$ cat src/rtl/serial_bit_feeder.sv
// Parallel-in, serial-out word feeder for the consecutive-run detector: WIDTH-bit words in over
// valid/ready, one bit per BIT_CYCLES clocks out, gap-free when words arrive back-to-back.
module serial_bit_feeder #(
  parameter int WIDTH      = 8,
  parameter int BIT_CYCLES = 1,
  parameter bit MSB_FIRST  = 1'b0,
  parameter bit IDLE_BIT   = 1'b0
) (
  input  logic             clk,
  input  logic             reset,
  input  logic [WIDTH-1:0] data_in,
  input  logic             load_valid,
  output logic             load_ready,
  output logic             serial_out,
  output logic             bit_valid,
  output logic             last_bit,
  output logic             busy,
  output logic [7:0]       words_sent
);

  localparam int BW = $clog2(WIDTH);
  localparam int CW = (BIT_CYCLES > 1) ? $clog2(BIT_CYCLES) : 1;
  localparam logic [BW-1:0] BIT_LAST = BW'(WIDTH - 1);
  localparam logic [CW-1:0] CYC_LAST = CW'(BIT_CYCLES - 1);

  typedef enum logic {S_IDLE, S_SHIFT} state_t;

  state_t           state_q, state_d;
  logic [WIDTH-1:0] shreg_q, shreg_d;
  logic [BW-1:0]    bit_cnt_q, bit_cnt_d;
  logic [CW-1:0]    cyc_cnt_q, cyc_cnt_d;
  logic             serial_out_q, serial_out_d;
  logic             bit_valid_q, bit_valid_d;
  logic             last_bit_q, last_bit_d;
  logic [7:0]       words_sent_q, words_sent_d;

  logic bit_end;
  logic word_end;
  logic accept;

  assign bit_end    = (cyc_cnt_q == CYC_LAST);
  assign word_end   = (state_q == S_SHIFT) && last_bit_q && bit_end;
  assign load_ready = (state_q == S_IDLE) || word_end;
  assign accept     = load_valid && load_ready;

  always_comb begin
    state_d      = state_q;
    shreg_d      = shreg_q;
    bit_cnt_d    = bit_cnt_q;
    cyc_cnt_d    = cyc_cnt_q;
    serial_out_d = serial_out_q;
    bit_valid_d  = bit_valid_q;
    last_bit_d   = last_bit_q;
    words_sent_d = words_sent_q;

    case (state_q)
      S_IDLE: begin
        serial_out_d = IDLE_BIT;
        bit_valid_d  = 1'b0;
        last_bit_d   = 1'b0;
      end
      S_SHIFT: begin
        if (!bit_end) begin
          cyc_cnt_d = cyc_cnt_q + CW'(1);
        end else if (!last_bit_q) begin
          // shreg holds only the bits not yet driven; the head goes to serial_out next
          cyc_cnt_d    = '0;
          bit_cnt_d    = bit_cnt_q + BW'(1);
          serial_out_d = MSB_FIRST ? shreg_q[WIDTH-1] : shreg_q[0];
          shreg_d      = MSB_FIRST ? (shreg_q << 1) : (shreg_q >> 1);
          last_bit_d   = ((bit_cnt_q + BW'(1)) == BIT_LAST);
        end else begin
          words_sent_d = words_sent_q + 8'd1;
          state_d      = S_IDLE;
          shreg_d      = '0;
          bit_cnt_d    = '0;
          cyc_cnt_d    = '0;
          serial_out_d = IDLE_BIT;
          bit_valid_d  = 1'b0;
          last_bit_d   = 1'b0;
        end
      end
      default: state_d = S_IDLE;
    endcase

    // A new word takes over the output stage, including the end-of-word cycle of the previous one
    if (accept) begin
      state_d      = S_SHIFT;
      shreg_d      = MSB_FIRST ? (data_in << 1) : (data_in >> 1);
      serial_out_d = MSB_FIRST ? data_in[WIDTH-1] : data_in[0];
      bit_cnt_d    = '0;
      cyc_cnt_d    = '0;
      bit_valid_d  = 1'b1;
      last_bit_d   = 1'b0;
    end
  end

  always_ff @(posedge clk) begin
    if (reset) begin
      state_q      <= S_IDLE;
      shreg_q      <= '0;
      bit_cnt_q    <= '0;
      cyc_cnt_q    <= '0;
      serial_out_q <= IDLE_BIT;
      bit_valid_q  <= 1'b0;
      last_bit_q   <= 1'b0;
      words_sent_q <= 8'd0;
    end else begin
      state_q      <= state_d;
      shreg_q      <= shreg_d;
      bit_cnt_q    <= bit_cnt_d;
      cyc_cnt_q    <= cyc_cnt_d;
      serial_out_q <= serial_out_d;
      bit_valid_q  <= bit_valid_d;
      last_bit_q   <= last_bit_d;
      words_sent_q <= words_sent_d;
    end
  end

  assign serial_out = serial_out_q;
  assign bit_valid  = bit_valid_q;
  assign last_bit   = last_bit_q;
  assign busy       = (state_q == S_SHIFT);
  assign words_sent = words_sent_q;

endmodule

$ cat config.mk
export PLATFORM = sky130hd
export DESIGN_NAME = serial_bit_feeder
export DESIGN_NICKNAME = d
export VERILOG_FILES = /design/src/rtl/serial_bit_feeder.sv
export SDC_FILE = /design/constraint.sdc
export NUM_CORES = 1
export LEC_CHECK = 0
export BUFFER_PORTS_ARGS = -buffer_cell sky130_fd_sc_hd__buf_4
export CAP_MARGIN = 20
export CORE_UTILIZATION = 45
export CTS_BUF_LIST = sky130_fd_sc_hd__clkbuf_8 sky130_fd_sc_hd__clkbuf_16
export CTS_CLUSTER_SIZE = 24
export DETAILED_ROUTE_END_ITERATION = 8
export PLACE_DENSITY_LB_ADDON = 0.05
export SETUP_SLACK_MARGIN = 0.3
export SLEW_MARGIN = 20
export SYNTH_ARGS = -nofsm -noshare
export SYNTH_HDL_FRONTEND = slang
export SYNTH_SLANG_ARGS = --single-unit
$ cat constraint.sdc
create_clock -name clk -period 1.8 [get_ports clk]
set_input_delay 0.18 -clock clk [delete_from_list [all_inputs] [get_ports clk]]
set_output_delay 0.18 -clock clk [all_outputs]
set_load 0.05 [all_outputs]
==> results_dict.tcl <==
set metrics [dict create \
    critical_path_class "flip-flop to output port" \
    p_comb_frac 0.124 \
    rsz0062_at_grt "no" \
    intPower_mw 0.753 \
    r2r-end "shreg_q[1]$_SDFFE_PP0P_" \
    wirelength_um 2030 \
    drt_iter0_drc 22 \
    cts_buffer_depth 2 \
    place_area_um2 1190 \
    fmax_mhz 700 \
    crit_path_cell_trace "and2b_4, clkinvlp_4, buf_4" \
    cts_hold_buf 0 \
    final_common_cell "buf_4" \
    die_h_um 49.3 \
    dieArea_um2 2430 \
    rows 16 \
    ys_seq_area_frac 0.437 \
    fin_ws_ns 0.372 \
    hp-start "data_in[7]" \
    core_area_um2 2040 \
    finalSetupViolCount 0 \
    critPathTopFamily "flip-flops" \
    start_kind "flip-flop" \
    period_share 0.793 \
    worstPathArrival_ns 1.25 \
    synth_nets 126 \
    gp_congestion 0.716 \
    worstPathRequired_ns 1.62 \
    yosysUniqueCellTypes 31 \
    final_cell_mix "buf_4 (24), dfxtp_1 (17), nor2_1 (13)" \
    peakVddDrop_mv 0.676 \
    grt_usage 0.186 \
    drc 0 \
    grt_first_pass_wirelength_um 3530 \
    place_ws_ns 0.484 \
    postSynthCellCount 112 \
    powerDensity_nw_per_um2 786 \
    start_util 0.493 \
    worstRegToRegCells 4 \
    ioPinCount 24 \
    htree_levels 1 \
    root_buffer "clkbuf_8" \
    tritoncts "yes" \
    crit_buf_inv 2 \
    endpoint_kind "output port" \
    syn2layout_area_growth_pct 24.8 \
    switching_power_mw 0.236 \
    clock_skew_ns 0.00211 \
    max-slew-margin-rel 0.797 \
    fin_hold_ws_ns 0.178 \
    grt_pass1_vias 832 \
    antenna_left 0 \
    hold_end "shreg_q[6]$_SDFFE_PP0P_" \
    power_frac_clock 0.353 \
    critPathSlowestCell "dfxtp_2" \
    diodes 0 \
    slowest_delay_ns 0.37 \
    min_path_type "input port to flip-flop" \
    vias_per_cell 5.41 \
    netSwitchingFraction 0.239 \
    ff2ff_setup_slack_ns 0.43 \
    ys.warnings.count 0 \
    seq_power_share 0.524 \
    dr_total_vias 866 \
    gr-total-overflow 0 \
    drive_gt1_frac 0.338 \
    ys_ff_latch 22 \
    status "completed" \
    r2r_start "last_bit$_SDFF_PP0_" \
    drtPass1Iterations 6 \
    path_max_fanout 9 \
    clk_pin_slew_ns 0.08 \
    grt_max_degree 23 \
    slew_violations 0 \
    wl_per_cell_um 12.7 \
    io_buffer_count 23 \
    dieWidth_um 49.3 \
    clock_sinks 22 \
    cts_buffers 3 \
    final_core_util 0.616 \
    finalInstanceArea_um2 1260 \
    hpwlAfterDp_um 1380 \
    nets 148 \
    finalSetupTns_ns 0 \
    place_inst 155 \
    antenna_found_initial 0 \
    worst_slew_pin_slew_ns 0.305 \
    holdPathStages 3 \
    syn-cell-area_um2 1010 \
    p_leak_nw 0.502 \
    syn_avg_cell_area_um2 8.99 \
    clk_latency_ns 0.26 \
    p_total_mw 0.988 \
    maxCapViolCount 0 \
    hold_violations 0 \
    finalWorstPathRequiredPeriod_ns 1.43 \
    stdcell_count 160 \
]
==> worst reg2reg max path, stage by stage (launching register included) <==
cell	delay (ns)
dfxtp_2	0.41
and2b_4	0.23
buf_4	0.17
a222oi_1	0.36
nor2_1	0.09
==> repair_timing <==
action | CTS | global route
endpoints found under the setup margin | 1 | 0
buffers inserted | 1 | 0
resized for setup | 1 | 0
==> cells in the mapped netlist <==
cell | number | share of area
and2_2 | 1 | 0.0075
and2b_2 | 1 | 0.0087
nand3_1 | 4 | 0.020
clkbuf_1 | 4 | 0.015
mux2_2 | 5 | 0.056
or3_2 | 2 | 0.015
nor2_1 | 13 | 0.048
xor2_1 | 1 | 0.0087
nand4_1 | 1 | 0.0062
o32a_1 | 1 | 0.0099
ha_1 | 3 | 0.037
nand4_2 | 1 | 0.012
a22oi_1 | 1 | 0.0075
or3_1 | 2 | 0.012
nand2b_1 | 2 | 0.012
nor3b_1 | 2 | 0.015
clkbuf_2 | 1 | 0.0050
xnor2_1 | 2 | 0.017
nand3b_1 | 1 | 0.0075
inv_1 | 6 | 0.022
clkbuf_8 | 1 | 0.014
o31ai_1 | 1 | 0.0075
buf_2 | 1 | 0.0050
or4_1 | 1 | 0.0075
o21ai_0 | 5 | 0.025
nand2_1 | 6 | 0.022
dfxtp_1 | 22 | 0.44
a222oi_1 | 6 | 0.060
nor4b_1 | 1 | 0.0087
nor3_1 | 4 | 0.020
a21oi_1 | 10 | 0.050
==> layout make-up <==
class	instances	area, um^2
fillers	199	785
multi-input cells	77	513
flip-flops and latches	22	449
repair buffers	24	180
clock buffers	4	55.1
well taps	27	33.8
inverters	6	26.3
==> flip-flops by register name, summed over array words and instances, names as in the netlist <==
name / flops
bit_valid: 1
last_bit: 1
serial_out: 1
bit_cnt_q: 3
shreg_q: 7
words_sent: 8
busy: 1
==> power by group through the flow <==
| stage | Clock (mW) | Combinational (mW) | Sequential, mW |
|---|---|---|---|
| 2_1_floorplan | 0 | 0.0742 | 0.537 |
| 3_3_place_gp | 0 | 0.116 | 0.528 |
| 3_5_place_dp | 0 | 0.118 | 0.528 |
| 4_1_cts | 0.363 | 0.123 | 0.517 |
| 5_1_grt | 0.390 | 0.132 | 0.520 |
| 6_report | 0.349 | 0.122 | 0.518 |
==> routing by layer <==
layer  GRT usage  vias to the layer above  part of all wire  routed length, um
met5           0                        -                 0                  0
met4      0.0294                        0                 0                  0
met3      0.0654                        0             0.048                 97
met2       0.313                       20              0.45                908
met1       0.230                      403              0.50               1020
li1            -                      443                 -                  -
==> worst max-delay path by stage <==
stage	startpoint	end	slack (ns)	depth (start not counted)
floorplan	last_bit$_SDFF_PP0_	bit_cnt_q[1]$_SDFFE_PP0P_	0.29	5
global placement	last_bit$_SDFF_PP0_	shreg_q[2]$_SDFFE_PP0P_	0.52	3
detailed placement	busy$_SDFF_PP0_	words_sent[7]$_SDFFE_PP0P_	0.48	3
CTS	last_bit$_SDFF_PP0_	load_ready	0.37	3
global route	last_bit$_SDFF_PP0_	load_ready	0.31	3
finish	last_bit$_SDFF_PP0_	load_ready	0.37	3
==> kinds of logic after synthesis <==
kind of cell,after synthesis,share of synthesized area
fa+ha+maj,3,0.0373
simple gates,42,0.224
mux,5,0.0559
compound gates,24,0.159
xor+xnor,3,0.0261
flops,22,0.437
buf+inv,13,0.0609
(Power assumes the default switching activity.)
